===== src/rtl/bram_req_ctrl.sv =====
// bram_req_ctrl: valid/ready request front end for one native BRAM port.
// Requests are issued on registered BRAM pins. A {write, err} tag rides a
// shift register that matches the BRAM read latency. Completed accesses land
// in an in-order response FIFO. A credit counter caps the number of
// outstanding requests at the FIFO depth, so the FIFO never overflows.
module bram_req_ctrl #(
  parameter int ADDR_W    = 32,
  parameter int DATA_W    = 32,
  parameter int MEM_BYTES = 262144,
  parameter int RD_LAT    = 1,
  parameter int RSP_DEPTH = 4
) (
  input  logic                clka,
  input  logic                rsta,
  input  logic                req_valid,
  output logic                req_ready,
  input  logic                req_we,
  input  logic [ADDR_W-1:0]   req_addr,
  input  logic [DATA_W-1:0]   req_wdata,
  input  logic [DATA_W/8-1:0] req_wstrb,
  output logic                rsp_valid,
  input  logic                rsp_ready,
  output logic [DATA_W-1:0]   rsp_rdata,
  output logic                rsp_write,
  output logic                rsp_err,
  output logic                mem_en,
  output logic [DATA_W/8-1:0] mem_we,
  output logic [ADDR_W-1:0]   mem_addr,
  output logic [DATA_W-1:0]   mem_din,
  input  logic [DATA_W-1:0]   mem_dout,
  output logic                busy
);
  localparam int CW = $clog2(RSP_DEPTH + 1);
  localparam int PW = $clog2(RSP_DEPTH);
  localparam logic [CW-1:0]   DEPTH_C = CW'(RSP_DEPTH);
  localparam logic [PW-1:0]   LAST_P  = PW'(RSP_DEPTH - 1);
  localparam logic [ADDR_W:0] LIM     = (ADDR_W + 1)'(MEM_BYTES);

  typedef struct packed {
    logic              write;
    logic              err;
    logic [DATA_W-1:0] rdata;
  } rsp_t;

  logic            acc, pop, addr_err;
  logic [CW-1:0]   cnt, cnt_nxt;
  logic            rdy_q;

  assign acc      = req_valid & rdy_q;
  assign pop      = rsp_valid & rsp_ready;
  assign addr_err = {1'b0, req_addr} >= LIM;
  assign req_ready = rdy_q;
  assign busy      = cnt != '0;

  // Credit count: +1 on accept, -1 on pop, unchanged when both happen
  always_comb begin
    cnt_nxt = cnt;
    if (acc && !pop)      cnt_nxt = cnt + 1'b1;
    else if (!acc && pop) cnt_nxt = cnt - 1'b1;
  end

  // Registered credit state; ready comes from the next count so it is never
  // combinational from req_valid, and it stays low through reset
  always_ff @(posedge clka or posedge rsta) begin
    if (rsta) begin
      cnt   <= '0;
      rdy_q <= 1'b0;
    end else begin
      cnt   <= cnt_nxt;
      rdy_q <= cnt_nxt < DEPTH_C;
    end
  end

  // Issue: drive BRAM pins for one cycle per in-range accept, else idle
  always_ff @(posedge clka or posedge rsta) begin
    if (rsta) begin
      mem_en   <= 1'b0;
      mem_we   <= '0;
      mem_addr <= '0;
      mem_din  <= '0;
    end else begin
      mem_en   <= 1'b0;
      mem_we   <= '0;
      mem_addr <= '0;
      mem_din  <= '0;
      if (acc && !addr_err) begin
        mem_en   <= 1'b1;
        mem_we   <= req_we ? req_wstrb : '0;
        mem_addr <= {2'b00, req_addr[ADDR_W-1:2]};
        mem_din  <= req_wdata;
      end
    end
  end

  // Tag pipeline: stage 0 lines up with the BRAM pins, stage RD_LAT with mem_dout
  logic [RD_LAT:0] vld_pipe, wr_pipe, err_pipe;
  always_ff @(posedge clka or posedge rsta) begin
    if (rsta) begin
      vld_pipe <= '0;
      wr_pipe  <= '0;
      err_pipe <= '0;
    end else begin
      vld_pipe <= {vld_pipe[RD_LAT-1:0], acc};
      wr_pipe  <= {wr_pipe[RD_LAT-1:0], req_we};
      err_pipe <= {err_pipe[RD_LAT-1:0], addr_err};
    end
  end

  logic push;
  rsp_t push_e;
  assign push = vld_pipe[RD_LAT];

  // Build the response entry; only clean reads carry BRAM data
  always_comb begin
    push_e       = '0;
    push_e.write = wr_pipe[RD_LAT];
    push_e.err   = err_pipe[RD_LAT];
    if (!wr_pipe[RD_LAT] && !err_pipe[RD_LAT]) push_e.rdata = mem_dout;
  end

  rsp_t          fifo_q [RSP_DEPTH];
  logic [PW-1:0] wp, rp;
  logic [CW-1:0] fcnt;
  rsp_t          head;

  // FIFO storage; contents are only observed while valid, so no reset needed
  always_ff @(posedge clka) begin
    if (push) fifo_q[wp] <= push_e;
  end

  // FIFO pointers and occupancy
  always_ff @(posedge clka or posedge rsta) begin
    if (rsta) begin
      wp   <= '0;
      rp   <= '0;
      fcnt <= '0;
    end else begin
      if (push) wp <= (wp == LAST_P) ? '0 : wp + 1'b1;
      if (pop)  rp <= (rp == LAST_P) ? '0 : rp + 1'b1;
      if (push && !pop)      fcnt <= fcnt + 1'b1;
      else if (!push && pop) fcnt <= fcnt - 1'b1;
    end
  end

  assign head      = fifo_q[rp];
  assign rsp_valid = fcnt != '0;
  assign rsp_rdata = rsp_valid ? head.rdata : '0;
  assign rsp_write = rsp_valid & head.write;
  assign rsp_err   = rsp_valid & head.err;

  a_no_ovf: assert property (@(posedge clka) disable iff (rsta)
    !(push && !pop && fcnt == DEPTH_C));
endmodule


===== config.mk =====
export PLATFORM = sky130hd
export DESIGN_NAME = bram_req_ctrl
export DESIGN_NICKNAME = d
export VERILOG_FILES = /design/src/rtl/bram_req_ctrl.sv
export SDC_FILE = /design/constraint.sdc
export NUM_CORES = 1
export LEC_CHECK = 0
export ABC_AREA = 1
export CAP_MARGIN = 30
export CELL_PAD_IN_SITES_DETAIL_PLACEMENT = 0
export CELL_PAD_IN_SITES_GLOBAL_PLACEMENT = 1
export CORE_AREA = 4 4 156 158
export CTS_CLUSTER_SIZE = 14
export DETAILED_ROUTE_END_ITERATION = 8
export DIE_AREA = 0 0 160 162
export GPL_TIMING_DRIVEN = 1
export MAX_ROUTING_LAYER = met4
export PLACE_DENSITY = 0.8
export RECOVER_POWER = 100
export SLEW_MARGIN = 20
export SYNTH_ARGS = -nofsm -noshare
export SYNTH_HDL_FRONTEND = slang
export SYNTH_SLANG_ARGS = --single-unit
export TNS_END_PERCENT = 50

===== constraint.sdc =====
create_clock -name clka -period 3.78 [get_ports clka]
set_clock_uncertainty 0.2 [all_clocks]
set_input_delay 0.756 -clock clka [delete_from_list [all_inputs] [get_ports clka]]
set_output_delay 0.756 -clock clka [all_outputs]
set_load 0.05 [all_outputs]

# After elaboration in Yosys (flattened, before gate mapping)
# Memories as Yosys holds them, arrays and structs flattened.
# Index checks and enable logic that the tools add are counted.
# word_totals
ff_bits	86
latch_bits	0
ram_bits	136
mem_bits_ro	0
out_inout_bits	106
elab_cells	57
mem_count	1
# memory_table
name	words	width	rd	rd_clocked_by_memory_dff	write_ports	line	rtl
fifo_q	4	34	1	0	1	121	rsp_t fifo_q [RSP_DEPTH];
# op_classes
n_addsub	6
multipliers	0
div_mod_pow	0
order_cmp	2
eq_ne	2
shifts	0
n_mux	15
bitwise	4
reduce_logical	15
# ops
operator	n
2-to-1 mux 32 bit	3
>= comparator 32 x 19 -> 1 bit, second input constant	1
2-to-1 mux 30 bit	1
2-to-1 mux 3 bit	4
2-to-1 mux 4 bit	2
adder 3 x 1 -> 3 bit, second input constant	2
logical AND 1 bit	6
zero test 1 bit	6
nonzero test 3 bit	2
subtractor 3 x 1 -> 3 bit, second input constant	2
adder 2 x 1 -> 2 bit, second input constant	2
AND 1 bit	4
== test 2 bit, second input constant	2
2-to-1 mux 2 bit	2
< comparator 3 bit, second input constant	1
2-to-1 mux 1 bit	3
nonzero test 2 bit	1

# Longest topological paths before layout
# depth
depth_word	6
ltp_mapped	10

# Worst setup path after synthesis
# OpenSTA, ideal clock, no wires.
# synth_timing
kind	register to output
startpoint	register fcnt[0]
endpoint	output port rsp_rdata[10]
arrival_time_ns	2.099
slack_ns	0.725
stages_incl_launch_ff	6
n_path_buf	1
path_cell_list	dfrtp_1 -> nor2_1 -> nand2_1 -> clkinv_1 -> clkbuf_1 -> a21oi_1
# synth_via
elab_chain_cells	2
# synth_rtl
element	line	rtl
from (decl)	123	logic [CW-1:0] fcnt;
from (signal assigned)	140	if (push && !pop) fcnt <= fcnt + 1'b1;
from (signal assigned)	141	else if (!push && pop) fcnt <= fcnt - 1'b1;
nonzero test 3 bit	146	assign rsp_valid = fcnt != '0;
named net rsp_valid	21	output logic rsp_valid,
2-to-1 mux 32 bit	147	assign rsp_rdata = rsp_valid ? head.rdata : '0;
to (decl)	23	output logic [DATA_W-1:0] rsp_rdata,
# The timed path passes the listed nets, and every way through them passes these cells.

# Worst setup path after layout
# layout_timing
startpoint	register rp[1]
endpoint	output port rsp_rdata[28]
# layout_via
elab_chain_cells	2
# layout_rtl
element	line	rtl
from (decl)	122	logic [PW-1:0] wp, rp;
from (signal assigned)	139	if (pop) rp <= (rp == LAST_P) ? '0 : rp + 1'b1;
memory (4 x 34 bit)	-	
2-to-1 mux 32 bit	147	
# No other way between the ends.

==> results_dict.tcl <==
set metrics [dict create \
    reg2reg_depth 2 \
    gp_congestion 0.773 \
    portBuffers 206 \
    finalSetupViolations 0 \
    finalCritPeriodShare_pct 95.0 \
    antenna_cells 0 \
    synth_top_area_share_pct 47.6 \
    vias_per_cell 4.52 \
    mostFrequentLayoutCell "nor2_1" \
    start_util_pct 37.1 \
    clkSinkCount 220 \
    status "finished, violations left" \
    via_count 5748 \
    syn2layout_area_growth_pct 38.6 \
    grt_use_met3_pct 7.71 \
    drv_slew 173 \
    synth_seq_cells 220 \
    busiest_layer "met2" \
    yosysUniqueCellTypes 30 \
    fin_nets 1081 \
    route.detailed.drc 0 \
    first_iter_violations 255 \
    antenna_found_initial 0 \
    fin_crit_ns 3.59 \
    rsz0062_at_grt "false" \
    overflow 0 \
    cellLeakagePower_nw 5.22 \
    hold_violations 0 \
    syn_area_mm2 0.00857 \
    grt_util_met1_pct 17.9 \
    layout-drive-gt1-share_pct 9.06 \
    total_power_mw 9.18 \
    synth_area_leaders "edfxtp_1 48%, dfrtp_1 25%, nor2_1 9.5%" \
    netlist_instances 747 \
    setup_tns_ns 0 \
    clockBufferDepth 3 \
    dr.pass1.iters 5 \
    holdPathStages 0 \
    cts_tree "yes" \
    final_cell_mix "218 x nor2_1, 136 x edfxtp_1, 98 x inv_1" \
    vdd_drop_max_uv 423 \
    cellPowerDensity_mw_per_mm2 773 \
    dieArea_mm2 0.0259 \
    avgSynthCellArea_um2 11.5 \
    ys_warn_count 0 \
    cp-start-kind "flip-flop" \
    yosys.area.top_type "edfxtp_1" \
    grt_pass1_vias 5748 \
    max_freq_mhz 279 \
    clock_latency_ns 0.51 \
    worst_pin_slew_ns 2.28 \
    path_max_fanout 36 \
    met2_usage_pct 25.9 \
    hold_class "flip-flop to flip-flop" \
    core_mm2 0.0231 \
    wire_per_inst_um 15.9 \
    drv_cap 5 \
    violations "capacitance limit, slew limit" \
    htreeDepth 1 \
    ys_seq_area_share_pct 72.1 \
    grt_max_degree 55 \
    totalWireLength_mm 20.2 \
    die_x_um 160 \
    grt_usage_pct 15.8 \
    slew_headroom_pct -52.2 \
    ant_nets 0 \
    crit_required_ns 2.82 \
    num_rows 56 \
    cts_made_buffers 24 \
    die_h_um 162 \
    worst-setup-path-type "flip-flop to primary output" \
    grt_first_pass_wirelength_mm 31.0 \
    arrival_ns 2.63 \
    endpoint_kind "primary output" \
    cts_root_buf "clkbuf_16" \
    hpwlAfterDp_mm 12.9 \
    ios 211 \
    clkTransAtPathRegs_ns 0.06 \
]
## stage by stage
stage          std cells  worst slack [ns]  cell area (µm²)  utilization, %  hold WS (ns)
2_1_floorplan        762             0.659             8630               -         0.131
3_3_place_gp        1228             0.468            11300            48.8         0.133
3_5_place_dp        1228             0.472            11300            48.8         0.137
4_1_cts             1272             0.134            12100            52.2         0.144
5_1_grt             1272            0.0128            11900            51.4         0.147
6_report            1272             0.190            11900            51.4         0.144
## what timing repair did
item | CTS | global route
hold buffers | 0 | 0
endpoints found under the setup margin | 20 | 0
setup buffers | 0 | 0
gates resized for setup | 1 | 0
## cells by family after synthesis
family	Yosys count	synth area share (%)
compound gates	114	6.71
xor+xnor	2	0.204
fa+ha+maj	12	1.84
buf+inv	138	6.90
flops	220	72.1
mux	1	0.131
other cells	1	0.0437
simple gates	259	12.0
## cell type report
cell class,instances,area [µm²]
multi-input combinational,404,1840
clock inverter,12,133
timing repair buffer,212,2300
clock buffer,32,672
sequential,220,6190
inverter,102,384
tap,290,363
fill,2025,11200
## critical path, stage by stage (launching register included)
cell,delay (ns)
dfrtp_4,0.75
inv_2,0.46
nor2_1,0.20
o21ai_1,0.08
a21oi_1,0.19
clkdlybuf4s15_2,0.42
## state kept, by name (all words and copies together), names as in the netlist, 2 cells and up
name      cells
cnt           3
err_pipe      2
fcnt          3
fifo_q      136
mem_addr     30
mem_din      32
mem_we        4
rp            2
vld_pipe      2
wp            2
wr_pipe       2
## worst paths after layout
check | slack (ns) | from | endpoint
setup / recovery | 0.19 | rp[1] | rsp_rdata[28]
hold / removal | 0.14 | vld_pipe[0] | vld_pipe[1]
setup reg to reg | 0.81 | wr_pipe[1] | fifo_q[2][27]
hold reg to reg | 0.14 | vld_pipe[0] | vld_pipe[1]
max in group asynchronous | 0.76 | rsta | mem_addr[15]
min in group asynchronous | 0.80 | rsta | mem_addr[22]
## synth_stat cells
| library cell | count |
|---|---|
| nor2_1 | 218 |
| edfxtp_1 | 136 |
| inv_1 | 99 |
| dfrtp_1 | 84 |
| o21ai_0 | 67 |
| a21oi_1 | 37 |
| nand2_1 | 24 |
| clkbuf_1 | 15 |
| ha_1 | 11 |
| nor2_2 | 11 |
| buf_2 | 10 |
| o21ai_1 | 8 |
| buf_6 | 6 |
| buf_4 | 4 |
| inv_2 | 2 |
| a22oi_1 | 1 |
| clkbuf_2 | 1 |
| clkinv_1 | 1 |
| conb_1 | 1 |
| fa_1 | 1 |
| mux2_2 | 1 |
| nand3_1 | 1 |
| nand3_4 | 1 |
| nand3b_1 | 1 |
| nor2_4 | 1 |
| o211ai_1 | 1 |
| or2_0 | 1 |
| or2_2 | 1 |
| xnor2_1 | 1 |
| xor2_1 | 1 |
## power breakdown
group	internal, mW	switching, mW	leakage, nW
Clock	1.45	0.887	0.393
Sequential	2.89	0.202	2.36
Combinational	1.36	2.40	2.47
Total	5.69	3.49	5.22
## layer usage
metal	part of all wire, %	wire length (µm)
met1	37	7580
met2	48	9710
met3	13	2680
met4	1.2	247
met5	0	0
Note: power is estimated with default switching activity, not from simulation.
